==> src/rtl/usi_backlight_pwm.sv <==
// USI-bus slave driving the LCD backlight PWM pin. Software sets period, target duty
// and fade rate; the applied duty ramps toward the target only at period boundaries.
module usi_backlight_pwm #(
  parameter int                       pBlockAdrsMap = 8,
  parameter logic [pBlockAdrsMap-1:0] pAdrsMap      = 8'h02,
  parameter int                       pBusAdrsBit   = 16,
  parameter int                       pCntBit       = 16,
  parameter int                       pDefPeriod    = 1000
) (
  input  logic                   iSysClk,
  input  logic                   iSysRst,
  input  logic [31:0]            iSUsiWd,
  input  logic [pBusAdrsBit-1:0] iSUsiAdrs,
  input  logic                   iSUsiWCke,
  output logic [31:0]            oSUsiRd,
  output logic                   oSUsiVd,
  output logic                   oPwm
);

  localparam int cOfsBit = pBusAdrsBit - pBlockAdrsMap;

  localparam logic [cOfsBit-1:0] cOfsCtrl     = cOfsBit'(8'h00);
  localparam logic [cOfsBit-1:0] cOfsPeriod   = cOfsBit'(8'h04);
  localparam logic [cOfsBit-1:0] cOfsTarget   = cOfsBit'(8'h08);
  localparam logic [cOfsBit-1:0] cOfsFadeStep = cOfsBit'(8'h0C);
  localparam logic [cOfsBit-1:0] cOfsStatus   = cOfsBit'(8'h10);

  logic               enReg;
  logic               fadeEnReg;
  logic [pCntBit-1:0] periodReg;
  logic [pCntBit-1:0] targetReg;
  logic [pCntBit-1:0] fadeStepReg;
  logic [pCntBit-1:0] cnt;
  logic [pCntBit-1:0] duty;
  logic [pCntBit-1:0] fadeCnt;

  logic               hit;
  logic [cOfsBit-1:0] ofs;
  logic               wrEn;
  logic               rdEn;
  logic [31:0]        rdData;
  logic               active;
  logic               boundary;
  logic               unusedWdBits;

  assign hit    = (iSUsiAdrs[pBusAdrsBit-1 -: pBlockAdrsMap] == pAdrsMap);
  assign ofs    = iSUsiAdrs[cOfsBit-1:0];
  assign wrEn   = hit && iSUsiWCke;
  assign rdEn   = hit && !iSUsiWCke;

  // Fields narrower than the bus simply drop the upper write-data bits.
  assign unusedWdBits = ^iSUsiWd[31:pCntBit];

  assign active   = enReg && (periodReg != '0);
  // >= rather than == so a PERIOD shrunk below the running count still wraps.
  assign boundary = active && (cnt >= periodReg - pCntBit'(1));

  always_comb begin
    // NOTE: every output of a combinational block gets a default first, so no path leaves it unassigned and no latch is inferred.
    rdData = '0;
    case (ofs)
      cOfsCtrl:     rdData[1:0]         = {fadeEnReg, enReg};
      cOfsPeriod:   rdData[pCntBit-1:0] = periodReg;
      cOfsTarget:   rdData[pCntBit-1:0] = targetReg;
      cOfsFadeStep: rdData[pCntBit-1:0] = fadeStepReg;
      cOfsStatus: begin
        rdData[pCntBit-1:0] = duty;
        rdData[31]          = (duty != targetReg);
      end
      default:      rdData = '0;
    endcase
  end

  // Bus register file and read port.
  always_ff @(posedge iSysClk) begin
    // NOTE: reset is synchronous here, so it is simply the highest-priority branch sampled on the clock edge.
    if (iSysRst) begin
      enReg       <= 1'b0;
      fadeEnReg   <= 1'b0;
      periodReg   <= pCntBit'(pDefPeriod);
      targetReg   <= '0;
      fadeStepReg <= '0;
      oSUsiRd     <= '0;
      oSUsiVd     <= 1'b0;
    end else begin
      // NOTE: non-blocking assignments keep every register reading pre-edge values, which is what lets a write and a boundary coincide cleanly.
      if (wrEn) begin
        case (ofs)
          cOfsCtrl:     {fadeEnReg, enReg} <= iSUsiWd[1:0];
          cOfsPeriod:   periodReg          <= iSUsiWd[pCntBit-1:0];
          cOfsTarget:   targetReg          <= iSUsiWd[pCntBit-1:0];
          cOfsFadeStep: fadeStepReg        <= iSUsiWd[pCntBit-1:0];
          default:      ;
        endcase
      end
      oSUsiVd <= rdEn;
      oSUsiRd <= rdEn ? rdData : '0;
    end
  end

  // Period counter, duty ramp and PWM output.
  always_ff @(posedge iSysClk) begin
    if (iSysRst) begin
      cnt     <= '0;
      duty    <= '0;
      fadeCnt <= '0;
      oPwm    <= 1'b0;
    end else begin
      if (!active) begin
        cnt     <= '0;
        fadeCnt <= '0;
      end else if (boundary) begin
        cnt <= '0;
        if (!fadeEnReg) begin
          duty    <= targetReg;
          fadeCnt <= '0;
        end else if (fadeCnt == fadeStepReg) begin
          fadeCnt <= '0;
          if (duty < targetReg)      duty <= duty + pCntBit'(1);
          else if (duty > targetReg) duty <= duty - pCntBit'(1);
        end else begin
          fadeCnt <= fadeCnt + pCntBit'(1);
        end
      end else begin
        cnt <= cnt + pCntBit'(1);
      end
      oPwm <= active && (cnt < duty);
    end
  end

endmodule

==> config.mk <==
export PLATFORM = sky130hd
export DESIGN_NAME = usi_backlight_pwm
export DESIGN_NICKNAME = d
export VERILOG_FILES = /design/src/rtl/usi_backlight_pwm.sv
export SDC_FILE = /design/constraint.sdc
export NUM_CORES = 1
export LEC_CHECK = 0
export ABC_AREA = 1
export CAP_MARGIN = 20
export CORE_ASPECT_RATIO = 0.8
export CORE_MARGIN = 4
export CORE_UTILIZATION = 52
export DETAILED_ROUTE_END_ITERATION = 8
export PLACE_DENSITY = 0.76
export REMOVE_ABC_BUFFERS = 1
export SYNTH_ARGS = -nofsm -noshare
export SYNTH_HDL_FRONTEND = slang
export SYNTH_SLANG_ARGS = --single-unit
==> constraint.sdc <==
create_clock -name iSysClk -period 2.75 [get_ports iSysClk]
set_input_delay 0.4125 -clock iSysClk [delete_from_list [all_inputs] [get_ports iSysClk]]
set_output_delay 0.4125 -clock iSysClk [all_outputs]
set_load 0.1 [all_outputs]
==> tab_implementation.tex <==
\begin{tabular}{lr}
\hline
Metric & Value \\
\hline
\multicolumn{2}{l}{\textbf{CTS}} \\
H-tree depth & 4 \\
Clock root cell & sky130\_fd\_sc\_hd\_\_clkbuf\_16 \\
Clock-pin slew of the registers on the worst-case setup and hold paths & 60 ps \\
\# hold bufs at CTS & 0 \\
Number of buffers created by CTS & 17 \\
Worst-skew pair later-pin latency & 430 ps \\
Clock tree from TritonCTS & yes \\
Clock Path Buffers & 2 \\
Number of clock sinks seen by CTS & 117 \\
\multicolumn{2}{l}{\textbf{Critical path}} \\
Crit path DAT & 3350 ps \\
Setup crit start & periodReg[2]\$\_SDFFE\_PP0P\_ \\
Required time at the endpoint of the critical path & 3070 ps \\
CP Max Fanout & 8 \\
Cells on worst reg2reg path & 21 \\
Startpoint of the worst register-to-register path & periodReg[2]\$\_SDFFE\_PP0P\_ \\
Sort of element at the end of the critical path & register \\
Kind of launch point of the worst setup path & register \\
Type of the worst setup path & register to register \\
\multicolumn{2}{l}{\textbf{Hold path}} \\
Hold Path Class & register to register \\
Worst hold path depth & 2 \\
Launch instance of the worst min-delay path & fadeCnt[12]\$\_SDFFE\_PP0P\_ \\
\multicolumn{2}{l}{\textbf{GRT}} \\
GRT Total Usage & 29.7\% \\
Total grt overflow & 0 \\
Largest net degree at the start of global routing & 34 \\
Antenna violations before repair & 0 \\
Number of global-route vias before repair & 7676 \\
Wire length of the first global-routing pass & 38900 um \\
\multicolumn{2}{l}{\textbf{Timing}} \\
Fin worst setup slack & -287 ps \\
Hold violation count in the final report & 0 \\
Tmin final & 3040 ps \\
Headroom to the max-slew limit & 63.3\% \\
F\_max & 0.329 GHz \\
Number of pins exceeding their max-slew limit in the final report & 0 \\
Clock skew after layout & 11.2 ps \\
Worst-case hold slack & 478 ps \\
Setup TNS & -8680 ps \\
Fin crit share & 110\% \\
RSZ-0062 raised after global routing & true \\
Final setup violation count & 48 \\
Pin slew with the least headroom to its limit & 549 ps \\
\multicolumn{2}{l}{\textbf{Cells and area}} \\
Finished Layout Cells & 1467 \\
Post-layout net count & 1386 \\
Share of cells above drive strength 1 & 24.9\% \\
Post-route standard cell area excluding fillers & 10300 sq um \\
Util after Layout & 72.0\% \\
Layout overhead on the synthesized area & 35.2\% \\
Diodes inserted & 0 \\
\multicolumn{2}{l}{\textbf{Pwr}} \\
Total leakage power & 4.69 nW \\
Pwr Density & 400 nW/um\^{}2 \\
Maximum resistive drop on vdd & 0.000457 V \\
\multicolumn{2}{l}{\textbf{Floorplan}} \\
Boundary Pins & 85 \\
Placeable Area & 14300 sq um \\
Die H & 116 um \\
Full die area & 16700 sq um \\
Placement Rows & 39 \\
Initial core utilization & 53.3\% \\
Die Width & 144 um \\
\multicolumn{2}{l}{\textbf{Synthesis}} \\
Post-synthesis instance area & 7640 sq um \\
Number of warnings printed during yosys synthesis & 0 \\
Number of enable flip-flop cells after synthesis & 0 \\
Mapped Cells & 1087 \\
Count of unique library cells instantiated by Yosys & 47 \\
Flop and latch count out of synthesis & 117 \\
Proportion of synthesized flip-flops having asynchronous set or reset & 0\% \\
Seq/Total Area, Yosys & 30.6\% \\
Most frequently used flop master after synthesis & sky130\_fd\_sc\_hd\_\_dfxtp\_1 \\
Mean cell area of the mapped netlist & 7.03 sq um \\
\multicolumn{2}{l}{\textbf{Place}} \\
Half-perimeter wire length after detailed placement & 18100 um \\
Placed instance count & 1420 \\
Count of input and output buffers & 53 \\
Gp weighted congestion & 0.981 \\
Instance area at placement & 9120 sq um \\
\multicolumn{2}{l}{\textbf{Detailed routing}} \\
Drt wl/cell & 17.1 um \\
Total length of routed wires & 25000 um \\
Vias & 8245 \\
Iteration count of the initial detailed-routing pass & 5 \\
DRC violation count after routing & 0 \\
Final ANT Viol Nets & 0 \\
Iter 0 DRT Violations & 877 \\
Number of vias per cell after detailed routing & 5.62 \\
\multicolumn{2}{l}{\textbf{Run}} \\
Number of violations of the max-capacitance limit & 0 \\
\multicolumn{2}{l}{\textbf{Outcome}} \\
Outcome & finished with violations \\
Violations in the final reports & negative setup slack \\
\hline
\end{tabular}
## cells in the final DEF, fill, tap and decap left out, drive strengths merged, types with 7 or more instances in the layout
cell and n:
nand2 203, buf 157, nor2 153, inv 148, dfxtp 117, a21oi 80, o21ai 75, ha 64
nand3 53, clkdlybuf4s50 34, xor2 28, a211oi 26, nor3 26, clkbuf 18, conb 15, nand4 13
o22ai 11, a221oi 8, nor4 8, xnor2 7
## routing by layer
layer / share of wire (%) / routed length [um] / vias up / GRT usage, %
li1: - / - / 3959 / -
met2: 45 / 11300 / 406 / 47.2
met5: 0 / 0 / - / 0
met4: 3.6 / 898 / 0 / 12.0
met3: 9.4 / 2350 / 71 / 6.71
met1: 42 / 10500 / 3809 / 39.4
## state kept, by name, summed over array words and instances, names as in the netlist, 16 cells and up
| name | flops |
|---|---|
| oSUsiRd | 17 |
| cnt | 16 |
| duty | 16 |
| fadeCnt | 16 |
| fadeStepReg | 16 |
| periodReg | 16 |
| targetReg | 16 |
## final timing paths
path                               to  slack (ps)
min reg2reg  fadeCnt[12]$_SDFFE_PP0P_         480
min          fadeCnt[12]$_SDFFE_PP0P_         480
max reg2reg      duty[2]$_SDFFE_PP0P_        -290
max              duty[2]$_SDFFE_PP0P_        -290
## synthesized netlist by cell type (14+ instances only)
| cell | number | share of area [%] |
|---|---|---|
| sky130_fd_sc_hd__nand2_1 | 195 | 9.6 |
| sky130_fd_sc_hd__nor2_1 | 136 | 6.7 |
| sky130_fd_sc_hd__inv_1 | 134 | 6.6 |
| sky130_fd_sc_hd__dfxtp_1 | 117 | 31 |
| sky130_fd_sc_hd__a21oi_1 | 77 | 5.0 |
| sky130_fd_sc_hd__o21ai_0 | 65 | 4.3 |
| sky130_fd_sc_hd__ha_1 | 64 | 10 |
| sky130_fd_sc_hd__nand3_1 | 53 | 3.5 |
| sky130_fd_sc_hd__xor2_1 | 28 | 3.2 |
| sky130_fd_sc_hd__a211oi_1 | 22 | 2.2 |
| sky130_fd_sc_hd__nor3_1 | 19 | 1.2 |
| sky130_fd_sc_hd__buf_4 | 17 | 1.7 |
| sky130_fd_sc_hd__nor2_2 | 14 | 1.1 |
## logic make-up after synthesis
| kind of cell | after synthesis | share of synthesized area [%] |
|---|---|---|
| and+or+nand+nor | 465 | 27.2 |
| AOI/OAI and AO/OA | 218 | 16.8 |
| buffers and inverters | 186 | 10.5 |
| DFF | 117 | 30.6 |
| adders and majority gates | 65 | 10.7 |
| xor gates and xnor gates | 35 | 4.01 |
| other | 1 | 0.0491 |
## cell type report
class                      count  area, sq um
timing repair buffer         191         1590
multi-input combinational    798         5010
fill                        1096         4010
clock buffer                  18          439
sequential                   117         2350
inverter                     144          561
timing repair inverter         1         8.76
tap                          184          230
clock inverter                14          150
## critical path, cell delays in order, from the launching register on
cell and delay, ps:
sky130_fd_sc_hd__dfxtp_2 330, sky130_fd_sc_hd__buf_4 160, sky130_fd_sc_hd__nor2_4 100, sky130_fd_sc_hd__nand2_4 80
sky130_fd_sc_hd__nor2_4 110, sky130_fd_sc_hd__nand3_2 80, sky130_fd_sc_hd__nor2_1 110, sky130_fd_sc_hd__nand2_1 70
sky130_fd_sc_hd__nor2_1 160, sky130_fd_sc_hd__xor2_1 180, sky130_fd_sc_hd__inv_1 90, sky130_fd_sc_hd__ha_4 280
sky130_fd_sc_hd__nand2_4 60, sky130_fd_sc_hd__nor3_4 200, sky130_fd_sc_hd__nand3_2 120, sky130_fd_sc_hd__nand3_4 140
sky130_fd_sc_hd__nand2_8 100, sky130_fd_sc_hd__nor2_8 180, sky130_fd_sc_hd__buf_12 140, sky130_fd_sc_hd__inv_12 50
sky130_fd_sc_hd__nor2_4 100, sky130_fd_sc_hd__nor2_2 60
## timing repair
item                       4_1_cts  5_1_grt
cloned                           1        0
pin swaps                       13       17
setup buffers                   11        3
resized for setup               69       56
setup endpoints to repair       48       48
## power by group
group | internal [mW] | leakage, nW | switching [mW]
Sequential | 1.70 | 0.944 | 0.0000142
Combinational | 0.0534 | 3.46 | 0.147
Clock | 1.36 | 0.283 | 0.879
Total | 3.11 | 4.69 | 1.03
## per-stage QoR
stage	power, mW	worst slack [ps]
6_report	4.14	-287
5_1_grt	4.23	-418
4_1_cts	4.14	-109
3_5_place_dp	1.93	-458
3_3_place_gp	1.93	-283
2_1_floorplan	1.85	-267
Power figures use the tool's default switching activity.
